`config.mk`:
```
export PLATFORM = sky130hd
export DESIGN_NAME = uart_rx_fifo
export DESIGN_NICKNAME = d
export VERILOG_FILES = /design/src/rtl/uart_pkg.sv /design/src/rtl/uart_fifo_mem.sv /design/src/rtl/uart_rx_fifo.sv
export SDC_FILE = /design/constraint.sdc
export NUM_CORES = 1
export LEC_CHECK = 0
export CORE_AREA = 2 2 169 171
export DETAILED_ROUTE_END_ITERATION = 8
export DIE_AREA = 0 0 171 173
export PLACE_DENSITY_LB_ADDON = 0.1
export REMOVE_ABC_BUFFERS = 1
export SLEW_MARGIN = 5
export SYNTH_ARGS = -nofsm -noshare
export SYNTH_HDL_FRONTEND = slang
export SYNTH_SLANG_ARGS = --single-unit
```
`constraint.sdc`:
```
create_clock -name clk -period 7.1 [get_ports clk]
set_clock_uncertainty 0.1 [all_clocks]
set_input_delay 0.71 -clock clk [delete_from_list [all_inputs] [get_ports clk]]
set_output_delay 0.71 -clock clk [all_outputs]
set_load 0.02 [all_outputs]
```
`src/rtl/uart_pkg.sv`:
```
// Shared UART receive-path definitions.
// Provides the data width, the layout of a stored receive entry
// (bit 8 = framing-error tag, bits 7:0 = data) and the error-counter ceiling.
package uart_pkg;

  localparam int unsigned UART_DATA_BITS  = 8;
  localparam int unsigned UART_RX_ENTRY_W = 9;
  localparam int unsigned ERRCNT_MAX      = 255;

  // Field order places err at bit 8 and data at bits 7:0.
  typedef struct packed {
    logic                      err;
    logic [UART_DATA_BITS-1:0] data;
  } uart_rx_entry_t;

endpackage

```
`src/rtl/uart_fifo_mem.sv`:
```
// Storage array for the receive FIFO.
// Ports:
//   clk    - write clock
//   we     - write enable
//   waddr  - write pointer
//   wdata  - entry to store
//   raddr  - read pointer
//   rdata  - entry at raddr, combinational
// The array is deliberately not reset; validity is tracked by the owner.
module uart_fifo_mem #(
  parameter int unsigned DEPTH = 16,
  parameter int unsigned WIDTH = 9
) (
  input  logic                     clk,
  input  logic                     we,
  input  logic [$clog2(DEPTH)-1:0] waddr,
  input  logic [WIDTH-1:0]         wdata,
  input  logic [$clog2(DEPTH)-1:0] raddr,
  output logic [WIDTH-1:0]         rdata
);

  logic [WIDTH-1:0] mem_q [DEPTH];

  always_ff @(posedge clk) begin
    if (we) begin
      mem_q[waddr] <= wdata;
    end
  end

  assign rdata = mem_q[raddr];

endmodule

```
`src/rtl/uart_rx_fifo.sv`:
```
// Receive-side FWFT buffer behind the UART receiver.
// Captures {rxErr, rxByte} on each rising edge of rxDone and presents entries
// over a valid/ready handshake.
// Ports:
//   clk, rstN              - clock, async active-low reset
//   rxDone, rxErr, rxByte  - frame from the receiver
//   outValid, outReady     - consumer handshake
//   outData, outErr        - head entry (zero while outValid is low)
//   level, full, empty     - occupancy status
//   overflow, overflowClr  - sticky lost-frame flag and its clear
//   errCount               - saturating framing-error count
module uart_rx_fifo
  import uart_pkg::*;
#(
  parameter int unsigned DEPTH    = 16,
  parameter bit          DROP_ERR = 1'b0
) (
  input  logic                      clk,
  input  logic                      rstN,
  input  logic                      rxDone,
  input  logic                      rxErr,
  input  logic [UART_DATA_BITS-1:0] rxByte,
  output logic                      outValid,
  input  logic                      outReady,
  output logic [UART_DATA_BITS-1:0] outData,
  output logic                      outErr,
  output logic [$clog2(DEPTH):0]    level,
  output logic                      full,
  output logic                      empty,
  output logic                      overflow,
  input  logic                      overflowClr,
  output logic [7:0]                errCount
);

  localparam int unsigned PtrW = $clog2(DEPTH);
  localparam int unsigned LvlW = PtrW + 1;

  logic            done_prev_q;
  logic [PtrW-1:0] wr_ptr_q, wr_ptr_d;
  logic [PtrW-1:0] rd_ptr_q, rd_ptr_d;
  logic [LvlW-1:0] level_q, level_d;
  logic            overflow_q, overflow_d;
  logic [7:0]      err_cnt_q, err_cnt_d;

  logic           push_req, store, pop, wr_en, ovf_event;
  uart_rx_entry_t wr_entry, rd_entry;

  assign push_req  = rxDone & ~done_prev_q;
  assign store     = push_req & ~(DROP_ERR & rxErr);
  assign pop       = outValid & outReady;
  // A full FIFO still accepts a write when the head leaves in the same cycle.
  assign wr_en     = store & (~full | pop);
  assign ovf_event = store & full & ~pop;
  assign wr_entry  = {rxErr, rxByte};

  uart_fifo_mem #(
    .DEPTH (DEPTH),
    .WIDTH (UART_RX_ENTRY_W)
  ) u_mem (
    .clk   (clk),
    .we    (wr_en),
    .waddr (wr_ptr_q),
    .wdata (wr_entry),
    .raddr (rd_ptr_q),
    .rdata (rd_entry)
  );

  always_comb begin
    wr_ptr_d   = wr_ptr_q;
    rd_ptr_d   = rd_ptr_q;
    level_d    = level_q;
    overflow_d = overflow_q;
    err_cnt_d  = err_cnt_q;

    if (wr_en) wr_ptr_d = wr_ptr_q + 1'b1;
    if (pop)   rd_ptr_d = rd_ptr_q + 1'b1;

    case ({wr_en, pop})
      2'b10:   level_d = level_q + 1'b1;
      2'b01:   level_d = level_q - 1'b1;
      default: level_d = level_q;
    endcase

    // Set has priority over clear.
    if (ovf_event)        overflow_d = 1'b1;
    else if (overflowClr) overflow_d = 1'b0;

    if (push_req && rxErr && (err_cnt_q != 8'(ERRCNT_MAX))) begin
      err_cnt_d = err_cnt_q + 8'd1;
    end
  end

  always_ff @(posedge clk or negedge rstN) begin
    if (!rstN) begin
      // High so a rxDone already asserted at reset release is not a new frame.
      done_prev_q <= 1'b1;
      wr_ptr_q    <= '0;
      rd_ptr_q    <= '0;
      level_q     <= '0;
      overflow_q  <= 1'b0;
      err_cnt_q   <= '0;
    end else begin
      done_prev_q <= rxDone;
      wr_ptr_q    <= wr_ptr_d;
      rd_ptr_q    <= rd_ptr_d;
      level_q     <= level_d;
      overflow_q  <= overflow_d;
      err_cnt_q   <= err_cnt_d;
    end
  end

  assign level    = level_q;
  assign full     = (level_q == LvlW'(DEPTH));
  assign empty    = (level_q == '0);
  assign outValid = ~empty;
  // Masked so the unreset array never leaks onto the outputs.
  assign outData  = outValid ? rd_entry.data : '0;
  assign outErr   = outValid & rd_entry.err;
  assign overflow = overflow_q;
  assign errCount = err_cnt_q;

endmodule

```
# After elaboration in Yosys (flattened, before gate mapping)
# Memory sizes are Yosys's and may differ from the RTL's.
# Index checks and enable logic that the tools add are counted.
# classes
reduce_logical,5
n_eq_ne,4
mux,6
add_sub_neg,5
bitwise_logic,11
# ops
op,n
$pmux 5 s2,1
$add 4x1->4 const B,2
$add 8x1->8 const B,1
$mux 8,1
$ne 8x8->1 const B,1
$and 1x1->1,6
$add 5x1->5 const B,1
$eq 5x5->1 const B,1
$logic_not 5->1,1
$sub 5x1->5 const B,1
$mux 1,4
$not 1->1,4
$reduce_bool 2->1,2
$eq 2x1->1 const B,1
$eq 2x2->1 const B,1
$logic_and 1x1->1,2
$or 1x1->1,1
# totals
memories,1
out_inout_bits,26
mem_bits_rw,144
ff_bits,23
# memory_table
name,depth,word_bits,rd,rd_clocked_by_memory_dff,write_ports,line_no,text
u_mem.mem_q,16,9,1,0,1,uart_fifo_mem.sv:22,logic [WIDTH-1:0] mem_q [DEPTH];

# Logic depth before layout (Yosys ltp)
# logic_depth
word_depth,7
mapped_depth,13
mapped_depth_nobuf,11

# Cells and area by module
# From an unflattened synthesis, not the netlist that was laid out.
# unflattened
cells_unflattened,364
hier_area_um2,6869.1
# by_module_without_submodules
module,n_inst,seq_area_each_um2,cells_each,area_per_inst_um2
uart_fifo_mem,1,4324.1,245,5600.4
uart_rx_fifo,1,576.8,119,1268.7

# Worst setup path after synthesis
# Ideal clock, no wire load.
# synth_path
path_type,register to register
from,"register level_q[2], in the netlist level[2]"
to,"register level_q[4], in the netlist level[4]"
setup_ns,0.094
path_stages_with_launch,13
t_arrival_ns,3.183
path_slack_ns,3.724
cell_sequence,dfrtp_1 -> clkbuf_1 -> or4_4 -> o31a_4 -> inv_6 -> ha_1 -> clkbuf_1 -> xor2_1 -> ha_1 -> or2_2 -> a31oi_1 -> mux2_2 -> a211oi_1
# synth_between
elab_chain_len,7
elab_cells_between_ends,13
classes_between,add/sub: 2; eq/ne: 3; mux: 1; bitwise: 5; reduce/logical: 2
# synth_rtl
item,line_no,text
"start, declared",uart_rx_fifo.sv:41,"logic [LvlW-1:0] level_q, level_d;"
"start signal, assigned",uart_rx_fifo.sv:106,level_q <= level_d;
$logic_not 5->1,uart_rx_fifo.sv:114,assign empty = (level_q == '0);
$not 1->1,uart_rx_fifo.sv:115,assign outValid = ~empty;
$and 1x1->1,uart_rx_fifo.sv:50,assign pop = outValid & outReady;
$or 1x1->1,uart_rx_fifo.sv:52,assign wr_en = store & (~full | pop);
$and 1x1->1,uart_rx_fifo.sv:52,
$eq 2x1->1 or $eq 2x2->1 (tied branches),uart_rx_fifo.sv:78,"case ({wr_en, pop})"
$pmux 5 s2 or $reduce_bool 2->1 (tied branches),--,
# Parallel ways exist; a longest one is shown, timed or not.
# A chain may end at the register's enable or synchronous reset.

# Final worst setup path
# layout_path
from,register rd_ptr_q[1]
to,output outData[2]
# layout_between
elab_chain_len,2
# layout_rtl
item,line_no,text
"start, declared",uart_rx_fifo.sv:40,"logic [PtrW-1:0] rd_ptr_q, rd_ptr_d;"
"start signal, assigned",uart_rx_fifo.sv:105,rd_ptr_q <= rd_ptr_d;
$mem_v2 16x9,--,
$mux 8,uart_rx_fifo.sv:117,assign outData = outValid ? rd_entry.data : '0;
"end, declared",uart_rx_fifo.sv:25,"output logic [UART_DATA_BITS-1:0] outData,"
# No other way between the ends.

==> metrics.cfg <==
[synth]
yosys.area.top_type = edfxtp_1
ys.warnings.count = 0
synth_area_um2 = 6883
synth_area_leaders = edfxtp_1 (63%), mux4_2 (12%), dfrtp_1 (8.0%)
yosys.area.top_type_share = 0.6282
synth_edf_count = 144
async_reset_ff_frac = 0.1377
yosys-top-cells-count = edfxtp_1 (144), mux4_2 (36), dfrtp_1 (22), mux2_2 (13)
synthXorXnorAreaFrac = 0.02163
avgSynthCellArea_um2 = 18.50
yosysMostFrequentCell = edfxtp_1
syn_inst = 372
synth_ff_type = edfxtp_1
synth-compound-area-share = 0.02999
muxShareOfSynthArea = 0.1522
synth_top_family_by_area = multiplexers
synthAdderAreaFrac = 0.01818
synth_seq_cells = 167
seq_area_frac_synth = 0.7121
synth-simple-area-share = 0.04799
synth.distinct_cells = 43

[die]
die_w_um = 171
design.portCount = 40
dieArea_um2 = 29580
core_um2 = 27630
rows = 61
start_util = 0.2491
dieHeight_um = 173

[cells_and_area]
fin_area_um2 = 8288
multi_input_area_um2 = 1858
nFillCells = 2763
nNetsFinal = 444
syn2layout_area_growth_pct = 20.41
antennaDiodeCount = 0
drive_above_1_share = 0.2240
regArea_um2 = 4903

[outcome]
outcome = completed

[clocking]
cts_hold_buf = 0
clk_pin_slew_worst_paths_ns = 0.07
clk_path_buf_depth = 2
clkSinkCount = 167
worstSkewPairLatency_ns = 0.42
cts_tree = built
cts-root-buf = clkbuf_16
post_cts_resized = 0
postCtsSetupRepairBufs = 0
numCtsBuffers = 17
htree_levels = 4

[sta]
drv_slew = 0
fin_crit_ns = 4.147
slew_headroom = 0.3057
tns_ns = 0
setup_viol = 0
fmax_mhz = 241.1
rsz0062_at_grt = false
hold_viol = 0
finalCritPeriodShare = 0.5841
worst_pin_slew_ns = 1.041

[route]
vias = 3380
wl_per_cell_um = 18.99
drt_pre_antenna_iters = 4
route.met3.wl_um = 488
wl_um = 15400
wl_met1_um = 7270
drc = 0
vias_per_cell = 4.168
antenna_left = 0
drt_iter0_drc = 186
routed.top_layer = met4
wl_met2_um = 7467

[power_and_ir_drop]
vdd_drop_max_v = 0.0001472
power_switching_mw = 1.050
p_leak_nw = 2.738
p_comb_frac = 0.305
p_sw_frac = 0.3265
internal-power_mw = 2.165
clock_power_share = 0.278
pwr-share-seq = 0.417
powerDensity_nw_per_um2 = 387.9

[critical_path]
crit_fanout = 24
arrival_ns = 3.34
cp_top_family = buffers and inverters
crit_path_max_incr_delay_ns = 0.63
critPathSlowestCell = dfrtp_2
start_kind = register
required_ns = 6.29
path_class = register to output port
cp_cell_sequence = buf_4 > mux4_2 > mux2_2 > o21ai_0 > a21oi_1 > clkdlybuf4s50_1
end_kind = output port
regToRegSetupSlack_ns = 3.24
crit_buf_inv = 2

[placed_design]
place.gp.congestion = 0.7228
placed_area_um2 = 7720
dp_hpwl_um = 9439
numPortBuffers = 39

[min_path]
min_path_type = register to register

[flow_run]
drv_cap = 0

[grt]
grt_pass1_vias = 3750
overflow = 0
grt_first_pass_wirelength_um = 23380
antenna_found_initial = 0
grtUsageTotal = 0.1102
grt_max_degree = 31

==> per-stage QoR <==
stage	setup slack, ns	hold WS [ns]	std cells	total power, mW	utilization
CTS	2.871	0.4092	811	3.280	0.3000
global route	2.687	0.4248	811	3.407	0.3000
floorplan	3.547	0.3144	355	1.954	-
global placement	3.226	0.3862	779	2.377	0.2794
finish	2.953	0.4061	811	3.215	0.3000
detailed placement	3.250	0.3852	779	2.377	0.2794
==> metal layers <==
metal / vias to the layer above / GRT usage
li1: 1563 / -
met4: 0 / 0.03037
met2: 69 / 0.1776
met1: 1740 / 0.1480
met3: 8 / 0.02701
met5: - / 0
==> sequential cells by signal (all words and copies together), names as in the netlist <==
register,flops
wr_ptr_q,4
rd_ptr_q,4
level,5
done_prev_q,1
u_mem.mem_q,144
errCount,8
overflow,1
==> path summary, 6_finish.rpt <==
path,startpoint,end,cells after the start
worst max-delay path,rd_ptr_q[1],outData[2],6
max in group asynchronous,rstN,done_prev_q,2
worst min-delay path,errCount[6],errCount[6],1
worst min register to register,errCount[6],errCount[6],1
worst max register to register,level[1],level[4],11
min in group asynchronous,rstN,level[0],2
==> power groups by stage <==
stage / Sequential [mW] / Combinational [mW] / Clock [mW]
after floorplan: 1.38 / 0.575 / 0
after global placement: 1.37 / 1.01 / 0
after detailed placement: 1.37 / 1.01 / 0
after CTS: 1.35 / 1.01 / 0.919
after global routing: 1.37 / 1.08 / 0.957
final: 1.34 / 0.982 / 0.893
==> layout by cell type (no fill, tap or decap), types with 7 or more instances in the layout <==
master and count:
edfxtp_1 144, clkdlybuf4s50_1 39, mux4_2 36, dfrtp_1 20
clkbuf_16 17, mux2_2 13, o21ai_0 11, nand3_1 11
a21oi_1 10, nor2_1 10, nand2_1 10, xnor2_1 10
ha_1 10, inv_1 9, mux2i_1 9, and2_1 8
xor2_1 7, buf_4 7
==> final cells by class <==
class                           instances  share of cell area
Clock buffer                           18             0.05178
Tap cell                              378             0.05707
Inverter                               10            0.005133
Multi-Input combinational cell        178              0.2242
Sequential cell                       167              0.5916
Clock inverter                         14             0.01676
Timing Repair Buffer                   46             0.05344
==> logic make-up (layout without fill, tap and decap cells) <==
family | after synthesis | after routing
buffers and inverters | 27 | 88
AOI/OAI and AO/OA | 32 | 32
and+or+nand+nor | 61 | 61
DFF | 167 | 167
adders and majority gates | 10 | 10
muxes | 58 | 58
xor gates and xnor gates | 17 | 17
Note: power is estimated with default switching activity, not from simulation.
